### config.mk
export PLATFORM = sky130hd
export DESIGN_NAME = ks_note_sequencer
export DESIGN_NICKNAME = d
export VERILOG_FILES = /design/src/rtl/ks_seq_pkg.sv /design/src/rtl/ks_seq_step_table.sv /design/src/rtl/ks_note_sequencer.sv
export SDC_FILE = /design/constraint.sdc
export NUM_CORES = 1
export LEC_CHECK = 0
export CORE_MARGIN = 4
export CORE_UTILIZATION = 35
export DETAILED_ROUTE_END_ITERATION = 6
export SETUP_SLACK_MARGIN = 0.15
export SYNTH_ARGS = -nofsm -noshare
export SYNTH_HDL_FRONTEND = slang
export SYNTH_SLANG_ARGS = --single-unit
### constraint.sdc
create_clock -name clk -period 10.55 [get_ports clk]
set_clock_uncertainty 0.15 [all_clocks]
set_input_delay 3.165 -clock clk [delete_from_list [all_inputs] [get_ports clk]]
set_output_delay 3.165 -clock clk [all_outputs]
set_load 0.05 [all_outputs]
### src/rtl/ks_seq_pkg.sv
// Shared types and default sizing for the Karplus-Strong note sequencer.
package ks_seq_pkg;

  localparam int NUM_STEPS_DEF = 8;
  localparam int PERIOD_W_DEF  = 8;
  localparam int TEMPO_W_DEF   = 16;

  typedef enum logic [1:0] {
    IDLE = 2'd0,
    LOAD = 2'd1,
    PLAY = 2'd2
  } seq_state_e;

endpackage

### src/rtl/ks_seq_step_table.sv
// Step table register file: {rest, period} per step, resets to rests, write-through read.
module ks_seq_step_table
  import ks_seq_pkg::*;
#(
  parameter int NUM_STEPS = NUM_STEPS_DEF,
  parameter int PERIOD_W  = PERIOD_W_DEF,
  localparam int ADDR_W   = $clog2(NUM_STEPS)
) (
  input  logic                clk,
  input  logic                rst_n,
  input  logic                wr_en,
  input  logic [ADDR_W-1:0]   wr_addr,
  input  logic [PERIOD_W:0]   wr_data,
  input  logic [ADDR_W-1:0]   rd_addr,
  output logic [PERIOD_W:0]   rd_data
);

  logic [PERIOD_W:0] mem [NUM_STEPS];

  always_ff @(posedge clk) begin
    if (!rst_n) begin
      for (int i = 0; i < NUM_STEPS; i++) begin
        mem[i] <= {1'b1, {PERIOD_W{1'b0}}};
      end
    end else if (wr_en) begin
      mem[wr_addr] <= wr_data;
    end
  end

  // A write landing on the address being read is forwarded so the reader sees it this clk.
  always_comb begin
    rd_data = mem[rd_addr];
    if (wr_en && (wr_addr == rd_addr)) begin
      rd_data = wr_data;
    end
  end

endmodule

### src/rtl/ks_note_sequencer.sv
// Steps through a table of string periods, plucking for a clamped number of sample ticks per step.
module ks_note_sequencer
  import ks_seq_pkg::*;
#(
  parameter int NUM_STEPS = NUM_STEPS_DEF,
  parameter int PERIOD_W  = PERIOD_W_DEF,
  parameter int TEMPO_W   = TEMPO_W_DEF,
  localparam int STEP_W   = $clog2(NUM_STEPS)
) (
  input  logic                clk,
  input  logic                rst_n,
  input  logic                sample_tick_i,
  input  logic                start_i,
  input  logic                stop_i,
  input  logic                loop_en_i,
  input  logic [TEMPO_W-1:0]  tempo_i,
  input  logic [7:0]          pluck_len_i,
  input  logic                wr_en_i,
  input  logic [STEP_W-1:0]   wr_addr_i,
  input  logic [PERIOD_W:0]   wr_data_i,
  output logic [PERIOD_W-1:0] period_o,
  output logic                pluck_o,
  output logic                busy_o,
  output logic [STEP_W-1:0]   step_o,
  output logic                done_o
);

  localparam int CMP_W = (TEMPO_W > 8) ? TEMPO_W : 8;

  function automatic logic [CMP_W-1:0] clamp_tempo(input logic [TEMPO_W-1:0] t);
    logic [CMP_W-1:0] te;
    te = CMP_W'(t);
    return (te < CMP_W'(2)) ? CMP_W'(2) : te;
  endfunction

  // Pluck must end at least one tick before the step does.
  function automatic logic [CMP_W-1:0] clamp_pluck(input logic [7:0] p,
                                                   input logic [CMP_W-1:0] te);
    logic [CMP_W-1:0] pe;
    pe = (p == 8'd0) ? CMP_W'(1) : CMP_W'(p);
    return (pe > (te - CMP_W'(1))) ? (te - CMP_W'(1)) : pe;
  endfunction

  seq_state_e          state_q, state_nxt;
  logic [STEP_W-1:0]   step_q, step_nxt;
  logic [PERIOD_W-1:0] period_q, period_nxt;
  logic                rest_q, rest_nxt;
  logic [TEMPO_W-1:0]  tick_q, tick_nxt;
  logic                pluck_q, pluck_nxt;
  logic                done_q, done_nxt;
  logic [PERIOD_W:0]   tbl_rd;
  logic [CMP_W-1:0]    tempo_eff, pluck_eff;

  ks_seq_step_table #(
    .NUM_STEPS (NUM_STEPS),
    .PERIOD_W  (PERIOD_W)
  ) u_table (
    .clk     (clk),
    .rst_n   (rst_n),
    .wr_en   (wr_en_i),
    .wr_addr (wr_addr_i),
    .wr_data (wr_data_i),
    .rd_addr (step_q),
    .rd_data (tbl_rd)
  );

  assign tempo_eff = clamp_tempo(tempo_i);
  assign pluck_eff = clamp_pluck(pluck_len_i, tempo_eff);

  always_comb begin
    state_nxt  = state_q;
    step_nxt   = step_q;
    period_nxt = period_q;
    rest_nxt   = rest_q;
    tick_nxt   = tick_q;
    done_nxt   = 1'b0;
    unique case (state_q)
      IDLE: begin
        if (start_i) begin
          step_nxt  = '0;
          state_nxt = LOAD;
        end
      end
      LOAD: begin
        period_nxt = tbl_rd[PERIOD_W-1:0];
        rest_nxt   = tbl_rd[PERIOD_W];
        tick_nxt   = '0;
        state_nxt  = PLAY;
      end
      PLAY: begin
        if (sample_tick_i) begin
          if (CMP_W'(tick_q) == (tempo_eff - CMP_W'(1))) begin
            if (step_q != STEP_W'(NUM_STEPS - 1)) begin
              step_nxt  = step_q + 1'b1;
              state_nxt = LOAD;
            end else if (loop_en_i) begin
              step_nxt  = '0;
              state_nxt = LOAD;
            end else begin
              state_nxt = IDLE;
              done_nxt  = 1'b1;
            end
          end else begin
            tick_nxt = tick_q + 1'b1;
          end
        end
      end
      default: state_nxt = IDLE;
    endcase

    // Stop overrides everything, including a start or a step end in the same clk.
    if (stop_i) begin
      state_nxt  = IDLE;
      step_nxt   = step_q;
      period_nxt = period_q;
      rest_nxt   = rest_q;
      done_nxt   = 1'b0;
    end

    pluck_nxt = (state_nxt == PLAY) && !rest_nxt && (CMP_W'(tick_nxt) < pluck_eff);
  end

  always_ff @(posedge clk) begin
    if (!rst_n) begin
      state_q  <= IDLE;
      step_q   <= '0;
      period_q <= '0;
      rest_q   <= 1'b1;
      tick_q   <= '0;
      pluck_q  <= 1'b0;
      done_q   <= 1'b0;
    end else begin
      state_q  <= state_nxt;
      step_q   <= step_nxt;
      period_q <= period_nxt;
      rest_q   <= rest_nxt;
      tick_q   <= tick_nxt;
      pluck_q  <= pluck_nxt;
      done_q   <= done_nxt;
    end
  end

  assign period_o = period_q;
  assign pluck_o  = pluck_q;
  assign busy_o   = (state_q != IDLE);
  assign step_o   = step_q;
  assign done_o   = done_q;

endmodule

==> results.txt <==
Status -> finished, final reports clean
Worst Hold Class -> reg2reg
Via Count -> 4,725
Gr usage total -> 0.154
Setup TNS Final -> 0 ps
Cell family with most CP delay -> simple AND/OR/NAND/NOR gates
Worst-path clk slew -> 70 ps
Number of buffers created by CTS -> 9
Power Dens Cells -> 123 nW/um^2
Post-synth EDFFs -> 72
Initial Util -> 0.356
H-tree levels -> 3
Met1 wire length -> 6640 microns
Crit. Startpoint -> tempo_i[3]
Ys flop type -> edfxtp_1
Worst EP required -> 10,650 ps
Max transition margin -> 0.285
Share of post-route cells with drive strength above 1 -> 0.0760
Post-synth ARST share -> 0
Endpoint class of the critical path -> flop
Root Buffer -> clkbuf_16
Syn_area_per_cell -> 10.7 sq um
Total congestion overflow -> 0
Final Cycle Share -> 0.879
Clock Sinks -> 107
Ant. Diodes -> 0
Die span in x -> 143 microns
Post-DP HPWL -> 11,400 microns
Fin cells -> 874
Worst R2R Start -> tick_q[3]
Vias/cell -> 5.41
Initial antenna violation count -> 0
CP max stage delay -> 680 ps
Post-layout instance area -> 7440 sq um
Top Metal Used -> met4
Final setup fails -> 0
Crit path kind -> in2reg
CP Data Arrival Time -> 9370 ps
Cell count after synthesis -> 595
Post-Place Cells -> 858
RSZ-0062 raised after global routing -> false
Met3 wire length -> 527 microns
Placed Area -> 7130 sq um
Post-CTS setup buffers -> 0
Number of port buffers -> 56
Layout fillers -> 1,720
First-pass GRT wire length -> 24,800 microns
Fin util -> 0.416
Number of top-level pins -> 57
Slowest CP cell -> a311oi_4
Worst Tran Pin Value -> 1070 ps
Synthesis-to-finish area growth -> 16.8%
Yosys warning count -> 0
Hold WS -> 361 ps
Flops & latches, synth -> 107
CP Launch Type -> input pin
Number of global-route vias before repair -> 4,828
Final Hold Viols -> 0
Critical path peak fanout -> 15
DR iter-0 viols -> 229
Max Root-Sink Buffers -> 2
Layout Nets -> 714
Total routed wirelength -> 15,600 microns
Max VDD drop -> 0.0768 mV
Sequential cell area fraction in the yosys report -> 0.449
Post-DRT Antenna Nets -> 0
Drt first pass iters -> 5
Buf+Inv Stages, Crit Path -> 1
Core box area -> 17,900 sq um
Die Y -> 143 microns
Cell area after synthesis -> 6370 sq um
Die ar. -> 20,400 sq um
Library cells used by synthesis -> 58
TritonCTS clock tree -> done
Resized cells post-CTS -> 0
CP cell instances -> clkdlybuf4s50_1 > or4_4 > nor4_4 > nand2b_1 > ha_1 > nor3b_1 > and3_1 > a2111oi_0 > nand4bb_1 > nor4_2 > a311oi_4 > nand3_2 > or3_1 > a21oi_1 > ha_1 > a2111oi_0 > o31ai_1 > or4_1 > nor4_1
Max_cap viols -> 0
Cts hold-fix bufs -> 0
HP Start -> rest_q
Fin crit period -> 9270 ps
RD Place Congestion -> 0.833
Met2 WL -> 8230 microns
Largest net degree at the start of global routing -> 31
FMAX -> 108 MHz
Leak pwr -> 0.00265 uW
Residual DRC count -> 0
Max-slew violation count -> 0
Std-Cell Rows -> 49
Drt wl/cell -> 17.8 microns
Worst-skew pair later-pin latency -> 350 ps
==> placed cells by master (no fill, tap or decap), drive strengths merged, types with 4 or more instances in the layout <==
| master | Yosys | layout |
|---|---|---|
| nand2b | 9 | 9 |
| nand3b | 4 | 4 |
| mux4 | 18 | 18 |
| or3 | 13 | 13 |
| a21oi | 28 | 28 |
| and3 | 10 | 10 |
| nand3 | 13 | 13 |
| ha | 31 | 31 |
| a211oi | 8 | 8 |
| dfxtp | 35 | 35 |
| a21o | 5 | 5 |
| nand4 | 17 | 17 |
| nor4 | 10 | 10 |
| nor3 | 10 | 10 |
| clkdlybuf4s50 | 0 | 56 |
| and2 | 67 | 67 |
| nand2 | 14 | 14 |
| conb | 1 | 8 |
| clkbuf | 25 | 9 |
| o21ai | 22 | 22 |
| or4 | 5 | 5 |
| nor2 | 64 | 64 |
| nor2b | 11 | 11 |
| xor2 | 23 | 23 |
| inv | 12 | 15 |
| edfxtp | 72 | 72 |
| xnor2 | 15 | 15 |
| mux2i | 15 | 15 |
==> cells by family after synthesis <==
| family | after synthesis | synth area share |
|---|---|---|
| XOR/XNOR | 39 | 0.0558 |
| multiplexers | 34 | 0.0890 |
| AND/OR/NAND/NOR | 257 | 0.233 |
| adder cells (fa/ha/maj) | 31 | 0.0609 |
| buffers and inverters | 44 | 0.0277 |
| AO/OA/AOI/OAI | 82 | 0.0841 |
| other | 1 | 0.000589 |
| flip-flops | 107 | 0.449 |
==> registers in the layout (all words and copies together) (netlist names), named ones only <==
register,cells
state_q,2
u_table.mem,72
tick_q,16
step_o,3
done_o,1
pluck_o,1
period_o,8
rest_q,1
==> worst paths after layout <==
check,end,slack [ps],cells after the start
worst max-delay path,pluck_o,1280,19
worst min-delay path,rest_q,360,2
worst max register to register,pluck_o,6230,18
worst min register to register,rest_q,360,2
==> where the power goes <==
part | switching (uW) | internal, uW | leakage (uW)
registers | 5.37 | 466 | 0.000976
clock network | 172 | 169 | 0.000142
logic | 58.7 | 43.5 | 0.00154
total | 237 | 678 | 0.00265
==> tightest hold or removal path, stage by stage (launching register included) <==
cell      delay [ps]
dfxtp_1          310
nand2_1           40
o211ai_1         110
==> cells in the mapped netlist, types with 7 or more instances <==
library cell / number / area, sq um
edfxtp_1: 72 / 2160
and2_1: 65 / 407
nor2_1: 64 / 240
dfxtp_1: 35 / 701
ha_1: 31 / 388
a21oi_1: 28 / 140
clkbuf_1: 25 / 93.8
xor2_1: 23 / 201
o21ai_0: 21 / 105
mux4_2: 18 / 405
nand4_1: 17 / 106
mux2i_1: 15 / 150
xnor2_1: 15 / 131
nand2_1: 14 / 52.6
inv_1: 12 / 45.0
nand3_1: 12 / 60.1
or3_1: 12 / 75.1
nor2b_1: 11 / 68.8
and3_1: 10 / 62.6
nor3_1: 10 / 50.1
nand2b_1: 9 / 56.3
a211oi_1: 8 / 60.1
nor4_1: 7 / 43.8
==> layout make-up <==
type | count | area (sq um) | area share
clock buffers | 9 | 225 | 0.0303
clock inverters | 7 | 78.8 | 0.0106
inverters | 12 | 45.0 | 0.00606
multi-input cells | 451 | 3360 | 0.451
flip-flops and latches | 107 | 2860 | 0.385
well taps | 229 | 287 | 0.0385
repair buffers | 59 | 583 | 0.0784
==> stage by stage <==
step / setup slack (ps) / total power, uW
finish: 1280 / 914
global route: 814 / 948
CTS: 1350 / 920
floorplan: 2130 / 539
global placement: 1070 / 580
detailed placement: 1030 / 583
==> metal layers <==
metal  up-vias  track usage
li1       2277            -
met1      2314        0.188
met2       119        0.285
met3        15       0.0228
met4         0       0.0370
met5         -            0
Power figures use the tool's default switching activity.
